$ cat src/rtl/mem_pkg.sv
// Shared definitions for the 256-byte memory burst master: widths, command opcodes and FSM states.
package mem_pkg;

    localparam int unsigned MEM_ADDR_W = 8;
    localparam int unsigned MEM_DATA_W = 8;

    typedef enum logic [1:0] {
        OP_COPY = 2'b00,
        OP_FILL = 2'b01,
        OP_SUM  = 2'b10,
        OP_RSVD = 2'b11
    } op_e;

    typedef enum logic [2:0] {
        StIdle,
        StRd,
        StWr,
        StFill,
        StSum,
        StDone
    } state_e;

endpackage

$ cat src/rtl/mem_burst_master.sv
// Command-driven initiator for a single-port byte memory: COPY, FILL and SUM bursts with one
// access per cycle and fully registered memory-side outputs.
module mem_burst_master
    import mem_pkg::*;
#(
    parameter int unsigned ADDR_W = MEM_ADDR_W,
    parameter int unsigned DATA_W = MEM_DATA_W,
    parameter int unsigned LEN_W  = ADDR_W + 1
) (
    input  logic              clk,
    input  logic              rst_n,
    input  logic              cmd_valid,
    output logic              cmd_ready,
    input  logic [1:0]        cmd_op,
    input  logic [ADDR_W-1:0] cmd_src,
    input  logic [ADDR_W-1:0] cmd_dst,
    input  logic [LEN_W-1:0]  cmd_len,
    input  logic [DATA_W-1:0] cmd_fill,
    output logic              busy,
    output logic              done,
    output logic              err,
    output logic [DATA_W-1:0] sum,
    output logic [ADDR_W-1:0] mem_addr,
    output logic              mem_write_en,
    output logic              mem_read_en,
    output logic [DATA_W-1:0] mem_write_in,
    input  logic [DATA_W-1:0] mem_read_out
);

    localparam logic [LEN_W-1:0] MAX_LEN = LEN_W'(2 ** ADDR_W);

    state_e            state_q, state_d;
    logic [ADDR_W-1:0] src_q, src_d, dst_q, dst_d;
    logic [LEN_W-1:0]  len_q, len_d, idx_q, idx_d;
    logic [DATA_W-1:0] fill_q, fill_d;
    logic              busy_q, busy_d, done_q, done_d, err_q, err_d;
    logic [DATA_W-1:0] sum_q, sum_d;
    logic [ADDR_W-1:0] addr_q, addr_d;
    logic              we_q, we_d, re_q, re_d;
    logic [DATA_W-1:0] wdata_q, wdata_d;

    logic [LEN_W-1:0]  len_eff;
    logic [LEN_W-1:0]  idx_nxt;
    logic              last;

    always_ff @(posedge clk or negedge rst_n) begin
        if (!rst_n) begin
            state_q <= StIdle;
            src_q   <= '0;
            dst_q   <= '0;
            len_q   <= '0;
            idx_q   <= '0;
            fill_q  <= '0;
            busy_q  <= 1'b0;
            done_q  <= 1'b0;
            err_q   <= 1'b0;
            sum_q   <= '0;
            addr_q  <= '0;
            we_q    <= 1'b0;
            re_q    <= 1'b0;
            wdata_q <= '0;
        end else begin
            state_q <= state_d;
            src_q   <= src_d;
            dst_q   <= dst_d;
            len_q   <= len_d;
            idx_q   <= idx_d;
            fill_q  <= fill_d;
            busy_q  <= busy_d;
            done_q  <= done_d;
            err_q   <= err_d;
            sum_q   <= sum_d;
            addr_q  <= addr_d;
            we_q    <= we_d;
            re_q    <= re_d;
            wdata_q <= wdata_d;
        end
    end

    // Strobes are computed one cycle ahead so they appear registered in the cycle they apply to.
    always_comb begin
        state_d = state_q;
        src_d   = src_q;
        dst_d   = dst_q;
        len_d   = len_q;
        idx_d   = idx_q;
        fill_d  = fill_q;
        busy_d  = busy_q;
        done_d  = 1'b0;
        err_d   = err_q;
        sum_d   = sum_q;
        addr_d  = addr_q;
        we_d    = 1'b0;
        re_d    = 1'b0;
        wdata_d = wdata_q;
        len_eff = (cmd_len > MAX_LEN) ? MAX_LEN : cmd_len;
        idx_nxt = idx_q + 1'b1;
        last    = (idx_nxt >= len_q);

        unique case (state_q)
            StIdle: begin
                if (cmd_valid) begin
                    src_d  = cmd_src;
                    dst_d  = cmd_dst;
                    len_d  = len_eff;
                    fill_d = cmd_fill;
                    idx_d  = '0;
                    sum_d  = '0;
                    busy_d = 1'b1;
                    err_d  = (op_e'(cmd_op) == OP_RSVD);
                    if (len_eff == '0 || op_e'(cmd_op) == OP_RSVD) begin
                        state_d = StDone;
                        done_d  = 1'b1;
                    end else begin
                        case (op_e'(cmd_op))
                            OP_COPY: begin
                                state_d = StRd;
                                re_d    = 1'b1;
                                addr_d  = cmd_src;
                            end
                            OP_FILL: begin
                                state_d = StFill;
                                we_d    = 1'b1;
                                addr_d  = cmd_dst;
                                wdata_d = cmd_fill;
                            end
                            default: begin
                                state_d = StSum;
                                re_d    = 1'b1;
                                addr_d  = cmd_src;
                            end
                        endcase
                    end
                end
            end
            StRd: begin
                state_d = StWr;
                we_d    = 1'b1;
                addr_d  = dst_q + idx_q[ADDR_W-1:0];
                wdata_d = mem_read_out;
            end
            StWr: begin
                idx_d = idx_nxt;
                if (last) begin
                    state_d = StDone;
                    done_d  = 1'b1;
                end else begin
                    state_d = StRd;
                    re_d    = 1'b1;
                    addr_d  = src_q + idx_nxt[ADDR_W-1:0];
                end
            end
            StFill: begin
                idx_d = idx_nxt;
                if (last) begin
                    state_d = StDone;
                    done_d  = 1'b1;
                end else begin
                    we_d    = 1'b1;
                    addr_d  = dst_q + idx_nxt[ADDR_W-1:0];
                    wdata_d = fill_q;
                end
            end
            StSum: begin
                idx_d = idx_nxt;
                sum_d = sum_q + mem_read_out;
                if (last) begin
                    state_d = StDone;
                    done_d  = 1'b1;
                end else begin
                    re_d   = 1'b1;
                    addr_d = src_q + idx_nxt[ADDR_W-1:0];
                end
            end
            StDone: begin
                state_d = StIdle;
                busy_d  = 1'b0;
            end
            default: begin
                state_d = StIdle;
                busy_d  = 1'b0;
            end
        endcase
    end

    assign cmd_ready    = (state_q == StIdle);
    assign busy         = busy_q;
    assign done         = done_q;
    assign err          = err_q;
    assign sum          = sum_q;
    assign mem_addr     = addr_q;
    assign mem_write_en = we_q;
    assign mem_read_en  = re_q;
    assign mem_write_in = wdata_q;

endmodule
$ cat config.mk
export PLATFORM = sky130hd
export DESIGN_NAME = mem_burst_master
export DESIGN_NICKNAME = d
export VERILOG_FILES = /design/src/rtl/mem_pkg.sv /design/src/rtl/mem_burst_master.sv
export SDC_FILE = /design/constraint.sdc
export NUM_CORES = 1
export LEC_CHECK = 0
export BUFFER_PORTS_ARGS = -buffer_cell sky130_fd_sc_hd__buf_2
export CORE_ASPECT_RATIO = 1.5
export CORE_MARGIN = 1.5
export CORE_UTILIZATION = 55
export CTS_BUF_LIST = sky130_fd_sc_hd__clkbuf_4 sky130_fd_sc_hd__clkbuf_8
export DETAILED_ROUTE_END_ITERATION = 12
export PLACE_DENSITY = 0.89
export SYNTH_ARGS = -nofsm -noshare
export SYNTH_HDL_FRONTEND = slang
export SYNTH_SLANG_ARGS = --single-unit
$ cat constraint.sdc
create_clock -name clk -period 5.1 [get_ports clk]
set_clock_uncertainty 0.2 [all_clocks]
set_input_delay 0.255 -clock clk [delete_from_list [all_inputs] [get_ports clk]]
set_output_delay 0.255 -clock clk [all_outputs]
set_load 0.05 [all_outputs]
==> load_flow_metrics.sql <==
INSERT INTO impl_metrics (metric_group, metric, value, unit) VALUES
('die', 'die_width', '77.65', 'microns'),
('critical_path', 'worstSetupStartpoint', 'state_q[1]', ''),
('timing', 'setup_viol', '0', ''),
('grt', 'number_of_global_route_vias_before_repair', '4067', ''),
('power', 'internal_power_summed_over_all_cells', '2119', 'uW'),
('synthesis', 'yosys.area.top_type_share', '0.4028', ''),
('synthesis', 'synth_flop_cell', 'dfrtp_1', ''),
('clock_tree', 'cts-root-to-sink-buffers', '2', ''),
('final_layout', 'post_route_cells_drive_above_1_share', '0.2755', ''),
('synthesis', 'total_standard_cell_area_after_synthesis', '4597', 'sq um'),
('synthesis', 'synth.yosys.seq_area_share', '0.4028', ''),
('timing', 'hold_violations', '0', ''),
('placement', 'final_hpwl_from_detailed_placement', '8151', 'microns'),
('die', 'initial_core_util', '0.5705', ''),
('timing', 'finalSetupTns', '0', 'ns'),
('synthesis', 'syn-instance-count', '450', ''),
('hold_path', 'min_path_type', 'in -> reg', ''),
('placement', 'placement.setup.worst_slack', '1.067', 'ns'),
('die', 'io_pins', '76', ''),
('placement', 'place_congestion', '0.9194', ''),
('routing', 'drtAntennaViolNets', '0', ''),
('die', 'floorplan.die_area', '8927', 'sq um'),
('synthesis', 'synthDistinctLibCells', '57', ''),
('power', 'power.share.sequential', '0.270', ''),
('critical_path', 'timing.critical_path.arrival', '4.22', 'ns'),
('clock_tree', 'clkSinkCount', '74', ''),
('placement', 'placedInstanceArea', '5031', 'sq um'),
('grt', 'grt_first_pass_wirelength', '19400', 'microns'),
('die', 'die_height', '115.0', 'microns'),
('placement', 'placed_cells', '616', ''),
('placement', 'buffer_ports.inserted', '75', ''),
('final_layout', 'num-nets-final', '634', ''),
('routing', 'drc', '0', ''),
('final_layout', 'final_cell_count_no_fill', '664', ''),
('power', 'p_sw_frac', '0.4712', ''),
('synthesis', 'post-synth-top-count-cell', 'dfrtp_1', ''),
('synthesis', 'syn-num-nets', '530', ''),
('critical_path', 'crit_path_max_fanout', '15', ''),
('routing', 'via_per_inst', '5.938', ''),
('power', 'p_leak', '0.002676', 'uW'),
('clock_tree', 'postCtsResizedCells', '0', ''),
('power', 'power.share.combinational', '0.603', ''),
('grt', 'pin_count_of_the_biggest_net_entering_global_routing', '75', ''),
('critical_path', 'crit_type', 'reg -> reg', ''),
('timing', 'grt_setup_unrepaired', 'false', ''),
('power', 'p_clk_frac', '0.127', ''),
('critical_path', 'cp-start-kind', 'register', ''),
('run', 'cap_violations', '0', ''),
('grt', 'globalRouteOverflowTotal', '0', ''),
('timing', 'slew_at_the_pin_closest_to_its_max_slew_limit', '1.243', 'ns'),
('critical_path', 'end_kind', 'register', ''),
('synthesis', 'synth_top_cells_by_area', 'dfrtp_1 40%, mux2_2 10%, ha_1 8.4%', ''),
('hold_path', 'holdCritStartpoint', 'cmd_op[0]', ''),
('grt', 'grt_usage', '0.2826', ''),
('critical_path', 'r2r_start', 'state_q[1]', ''),
('clock_tree', 'root_buffer', 'clkbuf_8', ''),
('clock_tree', 'total_cts_buffers', '9', ''),
('timing', 'layout_min_cycle_time', '4.169', 'ns'),
('clock_tree', 'cts_htree_levels', '3', ''),
('final_layout', 'area_growth', '21.28', '%'),
('synthesis', 'number_of_enable_flip_flop_cells_after_synthesis', '0', ''),
('timing', 'finalHoldWorstSlack', '0.02626', 'ns'),
('routing', 'drtIter0Drc', '219', ''),
('status', 'result_of_the_run', 'completed', ''),
('grt', 'antenna_found_initial', '0', ''),
('die', 'fp.coreArea', '8058', 'sq um'),
('timing', 'fmaxAchievable', '239.9', 'MHz'),
('timing', 'count_of_pins_over_their_slew_limit', '0', ''),
('timing', 'relSlewSlack', '0.1500', ''),
('critical_path', 'required', '5.15', 'ns'),
('routing', 'wl_per_cell', '17.92', 'microns');
## cells in the final DEF (no fill, tap or decap), drive strengths merged, types with 9 or more instances in the layout
cell and count:
nand2 42, inv 18, xor2 9, o21ai 36, nand3 10, buf 77
ha 31, xnor2 16, dlygate4sd3 32, mux2i 11, dfrtp 74, a21oi 28
nand2b 9, mux2 43, clkbuf 15, nor2 29
## power groups by stage
stage | clock network [uW] | logic, uW | registers, uW
2_1_floorplan | 0 | 1550 | 1380
3_3_place_gp | 0 | 2260 | 1070
3_5_place_dp | 0 | 2350 | 1090
4_1_cts | 513 | 2400 | 1080
5_1_grt | 536 | 2610 | 1110
6_report | 508 | 2420 | 1080
## metrics by stage
step	util	total power, uW
5_1_grt	0.6919	4261
6_report	0.6919	4007
4_1_cts	0.6919	3988
3_3_place_gp	0.6244	3337
3_5_place_dp	0.6244	3431
2_1_floorplan	-	2923
## worst max-delay path, cell delays in order (launching register included)
cell and delay (ns):
dfrtp_1 0.75, nor2_1 0.24, nand2_1 0.41, o21ai_2 0.12, nand2_1 0.29, mux2_2 0.38
ha_1 0.23, fa_1 0.44, a21o_1 0.20, a21oi_1 0.19, xor2_1 0.23, o22ai_1 0.13
a21oi_1 0.19, a21oi_2 0.07
## per-layer routing
| layer | GRT usage | up-vias | share of wire |
|---|---|---|---|
| li1 | - | 1815 | - |
| met1 | 0.3020 | 1901 | 0.36 |
| met2 | 0.5136 | 171 | 0.53 |
| met3 | 0.04762 | 56 | 0.055 |
| met4 | 0.1745 | 0 | 0.056 |
| met5 | 0 | - | 0 |
## layout make-up
cell class | instances | area, sq um
Multi-Input combinational cell | 342 | 2587
Sequential cell | 74 | 1852
Inverter | 18 | 67.56
Timing Repair Buffer | 109 | 713.2
Clock buffer | 15 | 193.9
Tap cell | 105 | 131.4
Clock inverter | 1 | 30.03
Fill cell | 573 | 2482
## final timing paths
kind,end,slack [ns],depth (start not counted)
max,mem_addr[4],0.93,13
min,mem_read_en,0.03,2
max reg2reg,mem_addr[4],0.93,13
min reg2reg,len_q[5],0.29,2
max in group asynchronous,fill_q[1],3.71,2
min in group asynchronous,len_q[6],0.38,2
## state kept, by name, indices dropped and copies added (netlist names)
name / cells
mem_write_in: 8
fill_q: 8
idx_q: 9
len_q: 9
state_q: 3
busy: 1
sum: 8
done: 1
mem_read_en: 1
src_q: 8
mem_write_en: 1
dst_q: 8
err: 1
mem_addr: 8
## cells by family after synthesis
logic type                 count (synthesis)  share of synthesized area
and+or+nand+nor                          116                     0.1241
buffers and inverters                     34                    0.03483
muxes                                     54                     0.1309
DFF                                       74                     0.4028
AOI/OAI and AO/OA                        112                     0.1573
xor gates and xnor gates                  26                    0.05253
adders and majority gates                 34                    0.09744
Note: power is estimated with default switching activity, not from simulation.
